$ cat src/rtl/mii_pkg.sv
// Shared MII character and word constants plus the transmit scheduler state type.
// Imported by the arbiter, its terminate encoder and the checker's reference model.
package mii_pkg;

  localparam logic [7:0] MII_IDLE     = 8'h07;
  localparam logic [7:0] MII_START    = 8'hFB;
  localparam logic [7:0] MII_TERM     = 8'hFD;
  localparam logic [7:0] MII_ERROR    = 8'hFE;
  localparam logic [7:0] MII_PREAMBLE = 8'h55;

  localparam logic [63:0] MII_IDLE_WORD  = {8{MII_IDLE}};
  localparam logic [63:0] MII_START_WORD = {{7{MII_PREAMBLE}}, MII_START};
  localparam logic [63:0] MII_ERROR_WORD = {8{MII_ERROR}};
  localparam logic [63:0] MII_TERM_WORD  = {{7{MII_IDLE}}, MII_TERM};

  typedef enum logic [1:0] {
    StIdle,
    StData,
    StTerm,
    StDrain
  } tx_state_e;

  // A byte count of 0 (or anything out of range) means a full 8-byte word.
  function automatic logic [3:0] norm_bytes(logic [3:0] b);
    return ((b == 4'd0) || (b > 4'd8)) ? 4'd8 : b;
  endfunction

endpackage

$ cat src/rtl/mii_tx_arbiter_if.sv
// Source handshakes, MII transmit lane and status of the two-source transmit arbiter.
interface mii_tx_arbiter_if;

  logic        enable;
  logic        s0_valid;
  logic        s0_ready;
  logic [63:0] s0_data;
  logic        s0_last;
  logic [3:0]  s0_bytes;
  logic        s1_valid;
  logic        s1_ready;
  logic [63:0] s1_data;
  logic        s1_last;
  logic [3:0]  s1_bytes;
  logic [63:0] mii_data_out;
  logic [7:0]  mii_ctrl_out;
  logic        busy;
  logic        grant_id;
  logic [15:0] frame_count;
  logic [7:0]  underrun_count;

  modport master (
    output enable, s0_valid, s0_data, s0_last, s0_bytes,
    output s1_valid, s1_data, s1_last, s1_bytes,
    input  s0_ready, s1_ready, mii_data_out, mii_ctrl_out,
    input  busy, grant_id, frame_count, underrun_count
  );

  modport slave (
    input  enable, s0_valid, s0_data, s0_last, s0_bytes,
    input  s1_valid, s1_data, s1_last, s1_bytes,
    output s0_ready, s1_ready, mii_data_out, mii_ctrl_out,
    output busy, grant_id, frame_count, underrun_count
  );

endinterface

$ cat src/rtl/mii_term_encoder.sv
// Merges a partial last payload word with the terminate character: lanes below k keep
// data, lane k carries the terminate, higher lanes idle. k >= 8 passes the word through.
module mii_term_encoder
  import mii_pkg::*;
(
  input  logic [63:0] data_i,
  input  logic [3:0]  k_i,
  output logic [63:0] data_o,
  output logic [7:0]  ctrl_o
);

  always_comb begin
    data_o = '0;
    ctrl_o = '0;
    for (int unsigned l = 0; l < 8; l++) begin
      if (4'(l) < k_i) begin
        data_o[8*l +: 8] = data_i[8*l +: 8];
      end else if (4'(l) == k_i) begin
        data_o[8*l +: 8] = MII_TERM;
        ctrl_o[l]        = 1'b1;
      end else begin
        data_o[8*l +: 8] = MII_IDLE;
        ctrl_o[l]        = 1'b1;
      end
    end
  end

endmodule

$ cat src/rtl/mii_tx_arbiter.sv
// Shares one 64-bit MII transmit lane between two packet sources, round-robin at frame
// boundaries, framing each packet and enforcing a minimum idle gap between frames.
module mii_tx_arbiter
  import mii_pkg::*;
#(
  parameter int unsigned MIN_IPG_WORDS = 2
) (
  input logic             clk,
  input logic             rst,
  mii_tx_arbiter_if.slave bus
);

  localparam int unsigned IpgW = (MIN_IPG_WORDS < 1) ? 1 : $clog2(MIN_IPG_WORDS + 1);
  localparam logic [IpgW-1:0] IpgMin = IpgW'(MIN_IPG_WORDS);

  tx_state_e        state_q, state_d;
  logic [63:0]      data_q, data_d;
  logic [7:0]       ctrl_q, ctrl_d;
  logic             grant_q, grant_d;
  logic             last_grant_q, last_grant_d;
  logic [IpgW-1:0]  ipg_q, ipg_d, ipg_inc;
  logic             drain_q, drain_d;
  logic [15:0]      frame_q, frame_d;
  logic [7:0]       under_q, under_d;

  logic        sel_valid, sel_last, src_ready;
  logic [63:0] sel_data, term_data;
  logic [3:0]  sel_k;
  logic [7:0]  term_ctrl;

  assign sel_valid = grant_q ? bus.s1_valid : bus.s0_valid;
  assign sel_last  = grant_q ? bus.s1_last  : bus.s0_last;
  assign sel_data  = grant_q ? bus.s1_data  : bus.s0_data;
  assign sel_k     = norm_bytes(grant_q ? bus.s1_bytes : bus.s0_bytes);
  assign ipg_inc   = (ipg_q >= IpgMin) ? IpgMin : ipg_q + IpgW'(1);

  mii_term_encoder u_term (
    .data_i (sel_data),
    .k_i    (sel_k),
    .data_o (term_data),
    .ctrl_o (term_ctrl)
  );

  always_comb begin
    state_d      = state_q;
    data_d       = MII_IDLE_WORD;
    ctrl_d       = 8'hFF;
    grant_d      = grant_q;
    last_grant_d = last_grant_q;
    ipg_d        = ipg_q;
    drain_d      = drain_q;
    frame_d      = frame_q;
    under_d      = under_q;
    unique case (state_q)
      StIdle: begin
        ipg_d = ipg_inc;
        if (bus.enable && (ipg_q >= IpgMin) && (bus.s0_valid || bus.s1_valid)) begin
          // On a tie the source that did not win last time goes next.
          grant_d      = (bus.s0_valid && bus.s1_valid) ? ~last_grant_q : bus.s1_valid;
          last_grant_d = grant_d;
          data_d       = MII_START_WORD;
          ctrl_d       = 8'h01;
          state_d      = StData;
        end
      end
      StData: begin
        if (sel_valid) begin
          data_d = sel_data;
          ctrl_d = 8'h00;
          if (sel_last) begin
            if (sel_k == 4'd8) begin
              state_d = StTerm;
            end else begin
              data_d  = term_data;
              ctrl_d  = term_ctrl;
              frame_d = frame_q + 16'd1;
              ipg_d   = '0;
              state_d = StIdle;
            end
          end
        end else begin
          data_d  = MII_ERROR_WORD;
          drain_d = 1'b1;
          under_d = (under_q == 8'hFF) ? under_q : under_q + 8'd1;
          state_d = StTerm;
        end
      end
      StTerm: begin
        data_d = MII_TERM_WORD;
        ipg_d  = '0;
        if (drain_q) begin
          state_d = StDrain;
        end else begin
          frame_d = frame_q + 16'd1;
          state_d = StIdle;
        end
      end
      StDrain: begin
        // Discard the rest of the aborted frame while idling.
        ipg_d = ipg_inc;
        if (sel_valid && sel_last) begin
          drain_d = 1'b0;
          state_d = StIdle;
        end
      end
      default: state_d = StIdle;
    endcase
  end

  always_ff @(posedge clk) begin
    if (rst) begin
      state_q      <= StIdle;
      data_q       <= MII_IDLE_WORD;
      ctrl_q       <= 8'hFF;
      grant_q      <= 1'b0;
      last_grant_q <= 1'b1;
      ipg_q        <= IpgMin;
      drain_q      <= 1'b0;
      frame_q      <= '0;
      under_q      <= '0;
    end else begin
      state_q      <= state_d;
      data_q       <= data_d;
      ctrl_q       <= ctrl_d;
      grant_q      <= grant_d;
      last_grant_q <= last_grant_d;
      ipg_q        <= ipg_d;
      drain_q      <= drain_d;
      frame_q      <= frame_d;
      under_q      <= under_d;
    end
  end

  assign src_ready          = (state_q == StData) || (state_q == StDrain);
  assign bus.s0_ready       = src_ready & ~grant_q;
  assign bus.s1_ready       = src_ready & grant_q;
  assign bus.mii_data_out   = data_q;
  assign bus.mii_ctrl_out   = ctrl_q;
  assign bus.busy           = (state_q != StIdle);
  assign bus.grant_id       = grant_q;
  assign bus.frame_count    = frame_q;
  assign bus.underrun_count = under_q;

endmodule
$ cat src/flat_wrapper.sv
// flat-port wrapper written by rule: the top's interface ports become plain ports
module mii_tx_arbiter_flat import mii_pkg::*;
#(
  parameter int unsigned MIN_IPG_WORDS = 2
)
  (clk, rst, bus_enable, bus_s0_valid, bus_s0_data, bus_s0_last, bus_s0_bytes, bus_s1_valid, bus_s1_data, bus_s1_last, bus_s1_bytes, bus_s0_ready, bus_s1_ready, bus_mii_data_out, bus_mii_ctrl_out, bus_busy, bus_grant_id, bus_frame_count, bus_underrun_count);
  mii_tx_arbiter_if bus_i ();
  input logic clk;
  input logic rst;
  input wire logic [$bits(bus_i.enable)-1:0] bus_enable;
  input wire logic [$bits(bus_i.s0_valid)-1:0] bus_s0_valid;
  input wire logic [$bits(bus_i.s0_data)-1:0] bus_s0_data;
  input wire logic [$bits(bus_i.s0_last)-1:0] bus_s0_last;
  input wire logic [$bits(bus_i.s0_bytes)-1:0] bus_s0_bytes;
  input wire logic [$bits(bus_i.s1_valid)-1:0] bus_s1_valid;
  input wire logic [$bits(bus_i.s1_data)-1:0] bus_s1_data;
  input wire logic [$bits(bus_i.s1_last)-1:0] bus_s1_last;
  input wire logic [$bits(bus_i.s1_bytes)-1:0] bus_s1_bytes;
  output wire logic [$bits(bus_i.s0_ready)-1:0] bus_s0_ready;
  output wire logic [$bits(bus_i.s1_ready)-1:0] bus_s1_ready;
  output wire logic [$bits(bus_i.mii_data_out)-1:0] bus_mii_data_out;
  output wire logic [$bits(bus_i.mii_ctrl_out)-1:0] bus_mii_ctrl_out;
  output wire logic [$bits(bus_i.busy)-1:0] bus_busy;
  output wire logic [$bits(bus_i.grant_id)-1:0] bus_grant_id;
  output wire logic [$bits(bus_i.frame_count)-1:0] bus_frame_count;
  output wire logic [$bits(bus_i.underrun_count)-1:0] bus_underrun_count;
  assign bus_i.enable = bus_enable;
  assign bus_i.s0_valid = bus_s0_valid;
  assign bus_i.s0_data = bus_s0_data;
  assign bus_i.s0_last = bus_s0_last;
  assign bus_i.s0_bytes = bus_s0_bytes;
  assign bus_i.s1_valid = bus_s1_valid;
  assign bus_i.s1_data = bus_s1_data;
  assign bus_i.s1_last = bus_s1_last;
  assign bus_i.s1_bytes = bus_s1_bytes;
  assign bus_s0_ready = bus_i.s0_ready;
  assign bus_s1_ready = bus_i.s1_ready;
  assign bus_mii_data_out = bus_i.mii_data_out;
  assign bus_mii_ctrl_out = bus_i.mii_ctrl_out;
  assign bus_busy = bus_i.busy;
  assign bus_grant_id = bus_i.grant_id;
  assign bus_frame_count = bus_i.frame_count;
  assign bus_underrun_count = bus_i.underrun_count;
  mii_tx_arbiter #(.MIN_IPG_WORDS(MIN_IPG_WORDS)) u_core (.clk(clk), .rst(rst), .bus(bus_i));
endmodule
$ cat config.mk
export PLATFORM = sky130hd
export DESIGN_NAME = mii_tx_arbiter_flat
export DESIGN_NICKNAME = d
export VERILOG_FILES = /design/src/rtl/mii_pkg.sv /design/src/rtl/mii_tx_arbiter_if.sv /design/src/rtl/mii_term_encoder.sv /design/src/rtl/mii_tx_arbiter.sv /design/src/flat_wrapper.sv
export SDC_FILE = /design/constraint.sdc
export NUM_CORES = 1
export LEC_CHECK = 0
export BUFFER_PORTS_ARGS = -buffer_cell sky130_fd_sc_hd__buf_2
export CORE_ASPECT_RATIO = 1.25
export CORE_MARGIN = 2
export CORE_UTILIZATION = 49
export CTS_CLUSTER_SIZE = 10
export DETAILED_ROUTE_END_ITERATION = 7
export PLACE_DENSITY_LB_ADDON = 0.3
export SYNTH_ARGS = -nofsm -noshare
export SYNTH_HDL_FRONTEND = slang
export SYNTH_HIERARCHICAL = 1
export SYNTH_SLANG_ARGS = --single-unit
$ cat constraint.sdc
create_clock -name clk -period 3.15 [get_ports clk]
set_input_delay 0.1575 -clock clk [delete_from_list [all_inputs] [get_ports clk]]
set_output_delay 0.1575 -clock clk [all_outputs]
set_load 0.02 [all_outputs]
==> metrics.yaml, run 1 <==
min_path_type: "primary input to register"
ant_nets: 0
p_leak_nw: 3.717
initial_utilization_pct: 50.24
cts_tree: "done"
rsz0062_at_grt: "false"
synth_nets: 803
report.final.slew_viol_count: 0
slowest_stage: "or4_1"
crit_chain: "or4_1 -> and2_1 -> or2_2 -> a21oi_2 -> or3_1 -> clkinv_2 -> a21o_1 -> mux2i_1 -> o21ai_0"
grt_pass1_wl_um: 24980
grt-ovfl-total: 0
finClkSkew_ns: 0.006776
critPathKind: "register to register"
max_freq_ghz: 0.3458
synth-seq-cells: 103
setup_violations: 0
switching_share_pct: 40.23
diodes: 0
worst_slew_pin_slew_ns: 0.9382
ir_drop_mv: 0.3911
synth_edf_count: 0
multiInputGateArea_um2: 3481
syn2layout_area_growth_pct: 27.49
yosysSeqAreaShare_pct: 35.17
synth_area_um2: 5863
post_cts_buffers: 0
drive_above_1_share_pct: 42.11
cts_sinks: 103
cts_hold_buf: 0
cp-start-kind: "register"
die-area_um2: 12860
cts_resized: 0
critPathMaxFanout: 9
maxSlewHeadroom_pct: 36.93
seqPwrFrac_pct: 35.2
synth_warnings: 6
antenna_found_initial: 0
worstPathRequired_ns: 3.33
rows: 44
cts_buffer_depth: 2
final_common_cell: "buf_2"
p_comb_share_pct: 43.3
p_int_w: 0.003010
clkTransAtPathRegs_ns: 0.07
wl_per_cell_um: 15.53
root_buffer: "clkbuf_16"
drc: 0
synth-async-reset-ratio_pct: 0
critical-path-top-delay-family: "simple AND/OR/NAND/NOR gates"
ff_latch_area_um2: 2066
gp_congestion: 0.8264
p_switching_w: 0.002025
nFillCells: 1084
dr.first_iter.drc_count: 257
tns_ns: 0
yosysUniqueCellTypes: 52
io_buffers: 242
core_um2: 11670
grt_pass1_vias: 5088
routed_via_density: 5.333
io-pin-count: 243
max_stage_delay_ns: 0.57
ctsHtreeMaxLevel: 3
die_y_um: 126.3
end_kind: "register"
numCtsBuffers: 9
worst_hold_slack_ns: 0.1492
hpwl_um: 12060
final_nets: 1026
synth_ff_type: "dfxtp_1"
die_w_um: 101.8
vias: 5557
syn_inst: 653
routed_wl_um: 16190
insertion_delay_ns: 0.34
status: "completed"
track_usage_pct: 24.35
min_period_over_period_pct: 91.79
maxCapViolations: 0
power_frac_clock_pct: 21.5
grt_max_degree: 67
power_density_nw_per_um2: 673.6
cp.arrival_ns: 3.07
drt-pass1-iter-count: 5
layout_common_cells: "242 x buf_2, 102 x dfxtp_1, 71 x mux2_2, 70 x mux2i_1, 51 x nand2_1"
syn_area_per_cell_um2: 8.979
min_period_ns: 2.891
path_buf_inv: 1
hold_viol_final: 0
[cells by family after synthesis]
kind of cell | count (synthesis) | share of synthesized area [%]
compound gates | 149 | 14.94
buf+inv | 71 | 5.783
xor+xnor | 6 | 0.8963
simple gates | 175 | 15.94
flops | 103 | 35.17
fa+ha+maj | 7 | 1.494
mux | 142 | 25.78
[Yosys cell counts (9+ instances only)]
| cell | number | area [um^2] |
|---|---|---|
| mux2_2 | 71 | 799.5 |
| clkbuf_1 | 21 | 78.83 |
| a21o_1 | 14 | 105.1 |
| o21ai_0 | 45 | 225.2 |
| nor2_1 | 24 | 90.09 |
| a21oi_1 | 48 | 240.2 |
| mux2i_1 | 70 | 700.7 |
| dfxtp_1 | 103 | 2062 |
| inv_1 | 24 | 90.09 |
| o21ai_1 | 9 | 45.04 |
| nand2_1 | 51 | 191.4 |
| or2_2 | 14 | 87.58 |
| buf_4 | 9 | 67.56 |
| buf_2 | 12 | 60.06 |
| nand3_1 | 23 | 115.1 |
| nor2b_1 | 12 | 75.07 |
[power by group through the flow]
stage          clock (W)  sequential, W  combinational, W
3_5_place_dp           0        0.00181           0.00218
2_1_floorplan          0        0.00221           0.00103
6_report         0.00108        0.00177           0.00218
3_3_place_gp           0        0.00179           0.00217
4_1_cts          0.00112        0.00178           0.00219
5_1_grt          0.00116        0.00181           0.00237
[layer usage]
metal	routed length (um)	global-route usage, %	vias to the layer above
met4	212	5.961	0
met5	0	0	-
met2	8509	45.86	217
met1	6348	27.94	2554
met3	1115	4.242	16
li1	-	-	2770
[cell type report]
type	count	share of cell area, %
clock buffers	10	3.197
clock inverters	6	0.7030
inverters	26	1.322
multi-input cells	479	46.57
flip-flops and latches	103	27.64
well taps	161	2.695
repair buffers	257	17.88
[tightest hold or removal path: stages]
cell,delay (ns)
buf_2,0.13
nand3_1,0.09
a21oi_1,0.07
[flip-flops by register name, indices dropped and copies added, names as in the netlist]
name	flops
u_core/bus.grant_id	1
u_core/bus.underrun_count	8
u_core/last_grant_q	1
u_core/bus.frame_count	16
u_core/drain_q	1
u_core/state_q	2
u_core/ipg_q	2
u_core/bus.mii_data_out	64
u_core/bus.mii_ctrl_out	8
[path summary, 6_finish.rpt]
| kind | start | end | slack (ns) | cells past startpoint |
|---|---|---|---|---|
| worst max-delay path | u_core/bus.grant_id | u_core/bus.mii_data_out[17] | 0.26 | 9 |
| worst min-delay path | bus_s1_valid | u_core/bus.grant_id | 0.15 | 3 |
| worst max register to register | u_core/bus.grant_id | u_core/bus.mii_data_out[17] | 0.26 | 9 |
| worst min register to register | u_core/ipg_q[0] | u_core/ipg_q[0] | 0.48 | 2 |
[per-stage QoR]
| step | std cells | util, % | setup WS, ns | cell area (um^2) | total power (W) |
|---|---|---|---|---|---|
| global route | 1042 | 64.04 | 0.05165 | 7475 | 0.005336 |
| finish | 1042 | 64.04 | 0.2586 | 7475 | 0.005035 |
| floorplan | 653 | - | 0.4565 | 5863 | 0.003235 |
| CTS | 1042 | 64.04 | 0.2802 | 7475 | 0.005091 |
| global placement | 1026 | 61.55 | 0.3415 | 7183 | 0.003959 |
| detailed placement | 1026 | 61.55 | 0.2893 | 7183 | 0.003990 |
(Power assumes the default switching activity.)
==> run 2: changes to the inputs <==
--- a/config.mk
+++ b/config.mk
@@ -8,7 +8,7 @@
 export BUFFER_PORTS_ARGS = -buffer_cell sky130_fd_sc_hd__buf_2
 export CORE_ASPECT_RATIO = 1.25
 export CORE_MARGIN = 2
-export CORE_UTILIZATION = 49
+export CORE_UTILIZATION = 30
 export CTS_CLUSTER_SIZE = 10
 export DETAILED_ROUTE_END_ITERATION = 7
 export PLACE_DENSITY_LB_ADDON = 0.3
==> constraint.sdc (replaced) <==
create_clock -name clk -period 2.58 [get_ports clk]
set_input_delay 0.129 -clock clk [delete_from_list [all_inputs] [get_ports clk]]
set_output_delay 0.129 -clock clk [all_outputs]
set_load 0.02 [all_outputs]
==> run 2 against run 1 <==
  * Flip-flop and latch count unchanged
  * Sequential share of layout area shrank 1.8 points
  * Count of clock-buffer cells in the layout shrank 1
  * Non-clock buffer count is 31 higher
  * First-iteration DRC count grew 31%
  * Critical endpoint is now u_core/bus.mii_data_out[1]
  * Highest routed layer unchanged
==> metrics.yaml, run 2 (synthesis gave the netlist of run 1 again) <==
clkTransAtPathRegs_ns: 0.07
p_comb_share_pct: 44.2
die_y_um: 160.3
numCtsBuffers: 9
gp_congestion: 0.8163
rows: 57
finalPower_w: 0.006468
grt-ovfl-total: 0
cp.arrival_ns: 2.72
power_frac_clock_pct: 22.4
stdcell_count: 1177
critPathMaxFanout: 6
largest_reg_flops: 64
min_path_type: "primary input to register"
io_buffers: 242
grt_pass1_wl_um: 27720
drt-pass1-iter-count: 4
drc: 0
drive_above_1_share_pct: 44.63
report.final.slew_viol_count: 0
min_period_ns: 2.486
grt_max_degree: 45
worstPathRequired_ns: 2.81
routed_wl_um: 18050
antenna_found_initial: 0
die-area_um2: 20690
maxSlewHeadroom_pct: 50.63
wl_per_cell_um: 15.33
dr.first_iter.drc_count: 336
crit_start: "u_core/bus.grant_id"
vias: 5601
status: "completed"
regToRegEndpoint: "u_core/bus.mii_data_out[1]"
maxCapViolations: 0
initial_utilization_pct: 30.34
setup_violations: 0
core_um2: 19330
ir_drop_mv: 0.3830
root_buffer: "clkbuf_16"
final_nets: 1057
layout_common_cells: "242 x buf_2, 102 x dfxtp_1, 71 x mux2_2, 70 x mux2i_1, 50 x nand2_1"
cp-start-kind: "register"
r2r_slack_ns: 0.09
syn2layout_area_growth_pct: 36.21
max_freq_ghz: 0.4022
critPathKind: "register to register"
ctsHtreeMaxLevel: 3
diodes: 0
rsz0062_at_grt: "false"
worst_slew_pin_slew_ns: 0.7398
final_common_cell: "buf_2"
end_kind: "register"
endpoint: "u_core/bus.mii_data_out[1]"
insertion_delay_ns: 0.36
reg2reg_from: "u_core/bus.grant_id"
p_int_w: 0.003901
power_density_nw_per_um2: 809.9
switching_share_pct: 39.69
dpl.cell_count: 1158
pre_cts_ws_ns: -0.05169
cts_buffer_depth: 2
p_switching_w: 0.002567
io-pin-count: 243
finClkSkew_ns: 0.01136
die_w_um: 129.0
ant_nets: 0
hpwl_um: 13900
cts_hold_buf: 0
p_leak_nw: 3.925
track_usage_pct: 17.15
cts_sinks: 103
setup_ws_ns: 0.09393
cts_tree: "done"
seqPwrFrac_pct: 33.4
grt_pass1_vias: 5227
reg2regPathDepth: 10
hold_viol_final: 0
routed_via_density: 4.759
min_period_over_period_pct: 96.36
==> run 2: cell count changes in the layout (fill, tap and decap cells not counted), sizes merged <==
cell      delta
clkinvlp     -2
clkinv       +2
bufinv       +1
buf         +30
==> run 2: through the flow <==
stage	hold slack [ns]	TNS, ns	cell area (um^2)	util (%)
global route	0.1255	0	7986	41.32
finish	0.09968	0	7986	41.32
floorplan	0.2899	0	5873	-
CTS	0.08820	0	7933	41.04
detailed placement	0.4615	-0.05169	7605	39.35
global placement	0.4503	0	7605	39.35
==> run 2: critical path: stages (launching register included) <==
cell     delay (ns)
dfxtp_4        0.36
or4_4          0.53
and2_4         0.16
nand2_2        0.09
a21oi_4        0.09
buf_12         0.15
nor4_4         0.32
nor2b_1        0.08
mux2i_1        0.12
a21oi_1        0.07
or4_1          0.39
==> run 2: worst min path at each step <==
stage	from	depth (start not counted)	endpoint
floorplan	bus_s1_valid	2	u_core/bus.grant_id
global placement	u_core/last_grant_q	2	u_core/last_grant_q
detailed placement	bus_s1_valid	3	u_core/bus.grant_id
global route	bus_s1_valid	3	u_core/bus.grant_id
finish	bus_s1_valid	3	u_core/bus.grant_id
CTS	bus_s1_valid	3	u_core/bus.grant_id
==> run 2: cell type report <==
class / count / area [um^2]
fill: 1982 / 11340
multi-input combinational: 479 / 3508
sequential: 103 / 2066
timing repair buffer: 288 / 1669
tap: 265 / 331.6
clock buffer: 9 / 225.2
inverter: 26 / 98.84
clock inverter: 7 / 87.58
==> run 2: metal layers <==
metal	global-route usage, %	vias up	part of all wire [%]
met4	4.200	0	1.3
met3	3.131	15	5.2
li1	-	2828	-
met5	0	-	0
met1	21.85	2582	44
met2	29.80	176	50
==> run 2: what timing repair did <==
item | 4_1_cts | 5_1_grt
resized for setup | 0 | 8
endpoints found under the setup margin | 1 | 29
pin swaps | 0 | 2
gates cloned | 0 | 1
setup buffers | 2 | 0
==> run 2: power groups by stage <==
stage / combinational (W) / clock (W) / sequential [W]
global route: 0.00312 / 0.00156 / 0.00222
CTS: 0.00288 / 0.00150 / 0.00217
detailed placement: 0.00286 / 0 / 0.00220
finish: 0.00286 / 0.00145 / 0.00216
floorplan: 0.00126 / 0 / 0.00269
global placement: 0.00285 / 0 / 0.00219
